File: config.mk
export PLATFORM = sky130hd
export DESIGN_NAME = crc_stream_engine
export DESIGN_NICKNAME = d
export VERILOG_FILES = /design/src/rtl/crc_stream_engine.sv
export SDC_FILE = /design/constraint.sdc
export NUM_CORES = 1
export LEC_CHECK = 0
export CAP_MARGIN = 30
export CORE_MARGIN = 5
export CORE_UTILIZATION = 46
export CTS_BUF_LIST = sky130_fd_sc_hd__clkbuf_4 sky130_fd_sc_hd__clkbuf_8
export DETAILED_ROUTE_END_ITERATION = 16
export PLACE_DENSITY = 0.83
export SYNTH_ARGS = -nofsm -noshare
export SYNTH_HDL_FRONTEND = slang
export SYNTH_SLANG_ARGS = --single-unit
File: constraint.sdc
create_clock -name i_clk -period 1.3 [get_ports i_clk]
set_input_delay 0.26 -clock i_clk [delete_from_list [all_inputs] [get_ports i_clk]]
set_output_delay 0.26 -clock i_clk [all_outputs]
set_load 0.01 [all_outputs]
File: src/rtl/crc_stream_engine.sv
// Streaming CRC engine: accumulates a CRC over WDATA-bit words, BPC bits per
// clock MSB first, with programmable polynomial, init value and result compare.
module crc_stream_engine #(
  parameter int WDATA = 8,
  parameter int WPOLY = 4,
  parameter int BPC   = 1
) (
  input  logic             i_clk,
  input  logic             i_rst_n,
  input  logic             i_start,
  input  logic [WPOLY-2:0] i_init,
  input  logic [WPOLY-1:0] i_poly,
  input  logic             i_valid,
  input  logic [WDATA-1:0] i_data,
  input  logic             i_last,
  input  logic [WPOLY-2:0] i_chk,
  output logic             o_ready,
  output logic             o_busy,
  output logic [WPOLY-2:0] o_crc,
  output logic             o_done,
  output logic             o_match
);

  localparam int WCRC = WPOLY - 1;
  localparam int NCYC = WDATA / BPC;
  localparam int WCNT = (NCYC > 1) ? $clog2(NCYC) : 1;

  if ((BPC < 1) || ((WDATA % BPC) != 0)) begin : g_bad_bpc
    $error("crc_stream_engine: BPC must divide WDATA");
  end

  typedef enum logic [1:0] {
    IDLE,
    SHIFT,
    DONE
  } state_e;

  state_e           state_q;
  logic [WCRC-1:0]  crc_q;
  logic [WCRC-1:0]  crc_d;
  logic [WCRC-1:0]  ocrc_q;
  logic [WCRC-1:0]  poly_q;
  logic [WDATA-1:0] data_q;
  logic             last_q;
  logic [WCNT-1:0]  cnt_q;
  logic             ready_q;
  logic             busy_q;
  logic             done_q;
  logic             match_q;
  logic             fb;
  logic             cnt_last;
  logic             unused_poly_msb;

  // The polynomial MSB is always an implicit 1.
  assign unused_poly_msb = i_poly[WPOLY-1];

  always_comb begin
    crc_d = crc_q;
    fb    = 1'b0;
    for (int i = 0; i < BPC; i++) begin
      fb    = crc_d[WCRC-1] ^ data_q[WDATA-1-i];
      crc_d = (crc_d << 1) ^ (fb ? poly_q : '0);
    end
  end

  assign cnt_last = (cnt_q == WCNT'(NCYC - 1));

  always_ff @(posedge i_clk or negedge i_rst_n) begin
    if (!i_rst_n) begin
      state_q <= IDLE;
      crc_q   <= '0;
      ocrc_q  <= '0;
      poly_q  <= '0;
      data_q  <= '0;
      last_q  <= 1'b0;
      cnt_q   <= '0;
      ready_q <= 1'b1;
      busy_q  <= 1'b0;
      done_q  <= 1'b0;
      match_q <= 1'b0;
    end else if (i_start) begin
      state_q <= IDLE;
      crc_q   <= i_init;
      ocrc_q  <= i_init;
      cnt_q   <= '0;
      ready_q <= 1'b1;
      busy_q  <= 1'b0;
      done_q  <= 1'b0;
      match_q <= 1'b0;
    end else begin
      case (state_q)
        IDLE: begin
          if (i_valid) begin
            state_q <= SHIFT;
            data_q  <= i_data;
            poly_q  <= i_poly[WCRC-1:0];
            last_q  <= i_last;
            cnt_q   <= '0;
            ready_q <= 1'b0;
            busy_q  <= 1'b1;
          end
        end
        SHIFT: begin
          crc_q  <= crc_d;
          data_q <= data_q << BPC;
          cnt_q  <= cnt_q + WCNT'(1);
          if (cnt_last) begin
            ocrc_q <= crc_d;
            busy_q <= 1'b0;
            if (last_q) begin
              state_q <= DONE;
              done_q  <= 1'b1;
              match_q <= (crc_d == i_chk);
            end else begin
              state_q <= IDLE;
              ready_q <= 1'b1;
            end
          end
        end
        DONE: begin
          state_q <= IDLE;
          done_q  <= 1'b0;
          ready_q <= 1'b1;
        end
        default: begin
          state_q <= IDLE;
          ready_q <= 1'b1;
          busy_q  <= 1'b0;
          done_q  <= 1'b0;
        end
      endcase
    end
  end

  assign o_ready = ready_q;
  assign o_busy  = busy_q;
  assign o_crc   = ocrc_q;
  assign o_done  = done_q;
  assign o_match = match_q;

endmodule

[Word-level counts from Yosys, hierarchy flattened]
Cells that the tools add are included.
Cells by class
  mux-type cells: 33
  bitwise operators: 3
  equality and inequality tests: 11
  reduce and logical (&&, ||, !) cells: 15
  $add $sub $neg: 1
Operator list (count)
  $mux W3: 8
  $reduce_and A3 Y1: 6
  $pmux W8 S2: 1
  $mux W1: 14
  $ne A3 B3 Y1 const B: 4
  $mux W2: 4
  $mux W8: 1
  $reduce_bool A2 Y1: 4
  $ne A2 B2 Y1 const B: 3
  $pmux W3 S2: 1
  $reduce_and A2 Y1: 3
  $pmux W1 S2: 2
  $pmux W2 S2: 1
  $add A3 B1 Y3 const B: 1
  $eq A3 B3 Y1: 1
  $eq A3 B3 Y1 const B: 1
  $pmux W1 S3: 1
  $reduce_bool A3 Y1: 1
  $xor A3 B3 Y3: 1
  $eq A2 B1 Y1 const B: 1
  $eq A2 B2 Y1 const B: 1
  $logic_not A2 Y1: 1
  $not A1 Y1: 1
  $xor A1 B1 Y1: 1
Word-level totals
  bits in registers: 27
  output and inout bits: 7

[Depth between registers and ports, before layout]
Gate-level depths: netlist of the first run.
  depth in word-level cells: 8
  gate-level depth with buffers: 7

[Worst setup path after synthesis of the first run]
No wires, ideal clock.
  path kind: register -> register
  start point: register cnt_q[0]
  end point: register match_q, in the netlist o_match
  setup slack: -0.142 ns
  data required time: 1.180 ns
  stages on the path, launching flop included: 8
  data arrival time: 1.322 ns
  library setup time: 0.120 ns
  buffers on the path: 1
  cells stage by stage: dfrtp_1 ha_1 ha_1 buf_2 nand3_1 nor3_1 nor2b_1 a41o_1
Between the ends
  cells in the longest elaborated chain, start to end: 3
RTL lines
  from (decl): RTL line 45  | logic [WCNT-1:0] cnt_q;
  from (signal assigned): RTL line 106  | cnt_q <= cnt_q + WCNT'(1);
  $eq A3 B3 Y1: RTL line 66  | assign cnt_last = (cnt_q == WCNT'(NCYC - 1));
  $reduce_bool A2 Y1 (no line)
  $reduce_and A3 Y1 (no line)
  to (signal assigned): RTL line 113  | match_q <= (crc_d == i_chk);
  to (decl): RTL line 49  | logic match_q;
Every way passes these cells.
A chain may end at the register's enable or synchronous reset.

[Worst setup path in the final report of the first run]
  start point: register cnt_q[1]
  end point: register match_q, in the netlist o_match
The elaborated chain is that of the path after synthesis.

==> results of run 1 <==
final cells by class:
cell class	count	area (sq um)
Tap cell	31	38.8
Multi-Input combinational cell	92	766
Inverter	4	15.0
Clock buffer	3	22.5
Clock inverter	1	7.51
Sequential cell	27	681
Fill cell	197	684
Timing Repair Buffer	61	543
registers in the layout (all words and copies together) (netlist names):
| register | flops |
|---|---|
| o_match | 1 |
| o_busy | 1 |
| crc_q | 3 |
| data_q | 8 |
| o_done | 1 |
| o_ready | 1 |
| o_crc | 3 |
| state_q | 2 |
| last_q | 1 |
| poly_q | 3 |
| cnt_q | 3 |
what timing repair did:
item / 4_1_cts / 5_1_grt
resized for setup: 22 / 34
gates cloned: 0 / 1
setup buffers: 9 / 5
setup endpoints to repair: 21 / 27
pin swaps: 3 / 5
worst max-delay path: stages (launching register included):
cell and delay (ns):
dfrtp_1 0.39, ha_2 0.20, ha_4 0.20, nand3_4 0.10, nor3_4 0.14, nor2b_2 0.17
a41o_1 0.15
cells by family after synthesis:
group	synth area share, %
DFF	50.7
adders and majority gates	1.87
and+or+nand+nor	13.9
AOI/OAI and AO/OA	15.6
xor gates and xnor gates	4.97
buffers and inverters	3.65
muxes	9.37
power by group through the flow:
| stage | combinational [mW] | clock [mW] | sequential (mW) |
|---|---|---|---|
| after floorplan | 0.267 | 0 | 1.03 |
| after global placement | 0.479 | 0 | 1.03 |
| after detailed placement | 0.499 | 0 | 1.03 |
| after CTS | 0.541 | 0.399 | 1.02 |
| after global routing | 0.664 | 0.438 | 1.04 |
| final | 0.606 | 0.384 | 1.02 |
synth_stat cells:
library cell	count	area, sq um
nand2_1	14	52.6
o21bai_1	1	7.51
clkbuf_1	1	3.75
ha_1	2	25.0
xnor2_1	2	17.5
mux2_2	4	45.0
nand2b_1	2	12.5
o31ai_1	4	30.0
a22o_1	1	8.76
nor3b_1	4	30.0
buf_4	2	15.0
o21ai_0	12	60.1
xor3_1	1	23.8
a41o_1	1	10.0
inv_1	4	15.0
dfstp_2	1	26.3
xor2_1	1	8.76
nand3_1	2	10.0
a21oi_1	8	40.0
nor3_2	1	10.0
xor2_2	1	16.3
buf_2	3	15.0
nor2_1	10	37.5
nor3_1	4	20.0
mux2i_1	8	80.1
a31oi_1	1	6.26
dfrtp_1	26	651
a21boi_0	4	30.0
a22oi_1	2	15.0
nor2b_1	2	12.5
stage by stage:
| step | TNS (ns) | hold WS (ns) | power, mW | cells |
|---|---|---|---|---|
| after detailed placement | -3.62 | 0.471 | 1.53 | 200 |
| after floorplan | -0.166 | -0.0356 | 1.29 | 129 |
| final | -0.283 | 0.219 | 2.01 | 219 |
| after global placement | -3.25 | 0.462 | 1.51 | 200 |
| after global routing | -1.00 | 0.214 | 2.14 | 219 |
| after CTS | -0.298 | 0.215 | 1.96 | 213 |
layer usage:
metal	vias up	global-route usage (%)	wire, microns
met5	-	0	0
met4	0	4.68	21
met3	3	4.03	165
met2	27	28.6	1740
met1	568	22.8	1520
li1	572	-	-
how the worst max path moves through the flow:
stage | from | to | slack, ns | cells past startpoint
2_1_floorplan | cnt_q[0] | o_match | -0.04 | 7
3_3_place_gp | i_valid | poly_q[0] | -0.31 | 4
3_5_place_dp | i_valid | poly_q[0] | -0.34 | 4
4_1_cts | data_q[7] | o_match | -0.09 | 4
5_1_grt | crc_q[2] | crc_q[2] | -0.17 | 5
6_report | cnt_q[1] | o_match | -0.09 | 6
==> flow_metrics.tcl, run 1 <==
set metrics [dict create \
    postRouteAntennaNets 0 \
    drc 0 \
    clkSinkCount 27 \
    power.internal_mw 1.39 \
    dr.pass1.iters 4 \
    cts_max_path_buffers 2 \
    final_max_slew_viol_count 0 \
    maxClockFrequency_ghz 0.719 \
    yosysWarningCount 0 \
    p_leak_nw 0.926 \
    hold_violations 0 \
    worst_pin_slew_ns 0.269 \
    core_sq_mm 0.00276 \
    clkPwrFrac_pct 19.1 \
    rsz0062_at_grt "true" \
    worstPathRequired_ns 1.58 \
    nets 214 \
    grt_max_degree 18 \
    ys_ff_latch 27 \
    p_switching_mw 0.623 \
    fin_area_sq_mm 0.00207 \
    cts_buffers 3 \
    reg2reg_depth 6 \
    gp_congestion 0.899 \
    min_period_ns 1.39 \
    die_width_microns 63.9 \
    wl_mm 3.45 \
    final_cell_mix "29 x buf_4, 23 x dfrtp_1, 21 x clkdlybuf4s50_1, 13 x nand2_1, 9 x nor2_1" \
    wire_per_inst_microns 15.7 \
    cts_tree "done" \
    finalSetupViolations 5 \
    netlist-cell-type-count 30 \
    swShare_pct 31.0 \
    port_buffers 28 \
    worst_clock_skew_ns 0.00970 \
    die_y_microns 63.9 \
    grt_pass1_wl_mm 5.66 \
    grt_pass1_vias 1221 \
    dp_hpwl_mm 2.50 \
    period_share_pct 107 \
    vias 1170 \
    failed_checks "negative setup slack" \
    h-tree-depth 1 \
    dpl_cell_area_sq_mm 0.00182 \
    start_util_pct 48.4 \
    vias_per_cell 5.34 \
    drt_iter0_drc 45 \
    r2r-end "o_match" \
    syn_area_per_cell_sq_um 10.3 \
    antenna_cells 0 \
    ys_seq_area_share_pct 50.7 \
    clk_latency_ns 0.33 \
    overflow 0 \
    power_density_mw_per_mm2 971 \
    worstSetupPathType "flip-flop to flip-flop" \
    synth_fp_nets 154 \
    dpl_worst_slack_ns -0.337 \
    cts.reportedPaths.clkPinSlew_ns 0.16 \
    r2r-start "cnt_q[1]" \
    ios 30 \
    ir_worst_vdd_mv 0.861 \
    final_util_pct 75.2 \
    endpoint_kind "flip-flop" \
    gr-usage-all-layers_pct 17.3 \
    antenna_found_initial 0 \
    status "complete, but fails checks" \
    syn_inst 129 \
    crit_arrival_ns 1.67 \
    setup_ws_ns -0.0902 \
    cp-start-kind "flip-flop" \
    clockRootBuffer "clkbuf_4" \
    dieArea_sq_mm 0.00408 \
    hold_buffers 0 \
    slew_headroom_pct 82.0 \
    worstPathMaxFanout 6 \
    hold_class "input port to async pin" \
    p_seq_share_pct 50.8 \
    r2r_slack_ns -0.09 \
    power.share.combinational_pct 30.1 \
    layout-drive-gt1-share_pct 38.3 \
    areaGrowthSynthToFinish_pct 55.3 \
    syn-cell-area_sq_mm 0.00134 \
    mostFrequentLayoutCell "buf_4" \
    rows 19 \
    cap_violations 0 \
]
(Power assumes the default switching activity.)
==> run 2: changes to the inputs <==
- PLACE_DENSITY: 0.83 -> default
- PLACE_DENSITY_LB_ADDON: default -> 0.08
==> flow_metrics.tcl, run 2 (same netlist as run 1, synthesis figures left out) <==
set metrics [dict create \
    status "complete, but fails checks" \
    failed_checks "negative setup slack" \
    cap_violations 0 \
    maxClockFrequency_ghz 0.728 \
    cp-start-kind "flip-flop" \
    h-tree-depth 1 \
    clockRootBuffer "clkbuf_4" \
    dp_hpwl_mm 2.28 \
    areaGrowthSynthToFinish_pct 54.5 \
    dieArea_sq_mm 0.00408 \
    regMostFlops "data_q" \
    r2r-end "o_match" \
    rsz0062_at_grt "true" \
    vias_per_cell 5.23 \
    dr_wl_met2_mm 1.65 \
    setup_ws_ns -0.0731 \
    final_cell_mix "23 x buf_4, 22 x dfrtp_1, 21 x clkdlybuf4s50_1, 13 x nand2_1, 9 x nor2_1" \
    cts_buffers 3 \
    drt_iter0_drc 13 \
    endpoint "o_match" \
    clk_latency_ns 0.32 \
    placed_cells 201 \
    min_period_ns 1.37 \
    final-instance-count-excl-fill 217 \
    mostFrequentLayoutCell "buf_4" \
    grt_pass1_vias 1156 \
    cts.reportedPaths.clkPinSlew_ns 0.15 \
    nets 212 \
    cts_tree "done" \
    rows 19 \
    drc 0 \
    ios 30 \
    finalSetupViolations 7 \
    largest_reg_flops 8 \
    slew_headroom_pct 81.7 \
    ir_worst_vdd_mv 0.735 \
    p_seq_share_pct 51.3 \
    reg2reg_depth 6 \
    port_buffers 28 \
    p_switching_mw 0.603 \
    power.internal_mw 1.41 \
    top_layer "met4" \
    crit_start "cnt_q[1]" \
    crit_arrival_ns 1.64 \
    start_util_pct 48.4 \
    power.share.combinational_pct 30.4 \
    antenna_cells 0 \
    wl_met1_mm 1.49 \
    wire_per_inst_microns 15.2 \
    vias 1134 \
    worst_clock_skew_ns 0.0113 \
    worstSetupPathType "flip-flop to flip-flop" \
    r2r_slack_ns -0.07 \
    overflow 0 \
    period_share_pct 106 \
    hold_class "input port to async pin" \
    worstPathMaxFanout 7 \
    dr.pass1.iters 4 \
    worstPathRequired_ns 1.57 \
    wl_met3_microns 149 \
    clkPwrFrac_pct 18.3 \
    die_width_microns 63.9 \
    clkSinkCount 27 \
    gp_congestion 0.819 \
    cts_max_path_buffers 2 \
    wl_mm 3.30 \
    p_leak_nw 0.927 \
    swShare_pct 30.0 \
    worst_pin_slew_ns 0.273 \
    core_sq_mm 0.00276 \
    r2r-start "cnt_q[1]" \
    final_max_slew_viol_count 0 \
    grt_pass1_wl_mm 5.41 \
    tns_ns -0.271 \
    endpoint_kind "flip-flop" \
    layout-drive-gt1-share_pct 36.6 \
    gr-usage-all-layers_pct 16.5 \
    die_y_microns 63.9 \
    antenna_found_initial 0 \
    power_density_mw_per_mm2 974 \
    grt_max_degree 28 \
    hold_violations 0 \
    postRouteAntennaNets 0 \
]
## run 2: critical path: stages, from the launching register on
cell and delay (ns):
dfrtp_1 0.39, ha_2 0.20, ha_4 0.19, nand3_4 0.10, nor3_4 0.13, nor2b_1 0.15
a41o_1 0.16
## run 2: power by group through the flow
stage | registers (mW) | logic [mW] | clock network, mW
4_1_cts | 1.01 | 0.529 | 0.391
6_report | 1.03 | 0.610 | 0.368
2_1_floorplan | 1.03 | 0.267 | 0
5_1_grt | 1.05 | 0.665 | 0.435
3_5_place_dp | 1.03 | 0.505 | 0
3_3_place_gp | 1.03 | 0.489 | 0
## run 2: worst min path at each step
stage | startpoint | slack [ns] | endpoint | cells after the start
floorplan | i_rst_n | -0.04 | cnt_q[0] | 0
global placement | data_q[5] | 0.46 | data_q[5] | 2
detailed placement | data_q[1] | 0.48 | data_q[1] | 2
CTS | i_rst_n | 0.25 | o_crc[0] | 2
global route | i_rst_n | 0.24 | crc_q[0] | 2
finish | i_rst_n | 0.26 | o_crc[0] | 2
## run 2: layout make-up
type,count,area (sq um)
Multi-Input combinational cell,92,751
Fill cell,207,694
Sequential cell,27,682
Timing Repair Buffer,59,547
Tap cell,31,38.8
Clock buffer,3,22.5
Inverter,4,15.0
Clock inverter,1,7.51
## run 2: what timing repair did
item | CTS | global route
pin swaps | 4 | 5
setup buffers | 4 | 5
hold buffers | 0 | 0
endpoints found under the setup margin | 19 | 24
gates resized for setup | 22 | 32
cloned | 1 | 2
## run 2: through the flow
stage / hold WS, ns / setup slack (ns) / util, % / total power, mW / instance area (sq um)
global placement: 0.462 / -0.272 / 66.7 / 1.52 / 1840
global route: 0.237 / -0.176 / 74.8 / 2.15 / 2060
detailed placement: 0.479 / -0.299 / 66.7 / 1.54 / 1840
finish: 0.264 / -0.0731 / 74.8 / 2.01 / 2060
floorplan: -0.0356 / -0.0434 / - / 1.29 / 1390
CTS: 0.251 / -0.101 / 70.1 / 1.94 / 1930
## run 2: layer usage
| layer | vias to the layer above | GRT usage, % |
|---|---|---|
| met1 | 540 | 22.8 |
| met2 | 24 | 26.4 |
| met3 | 2 | 3.85 |
| li1 | 568 | - |
| met4 | 0 | 3.90 |
| met5 | - | 0 |
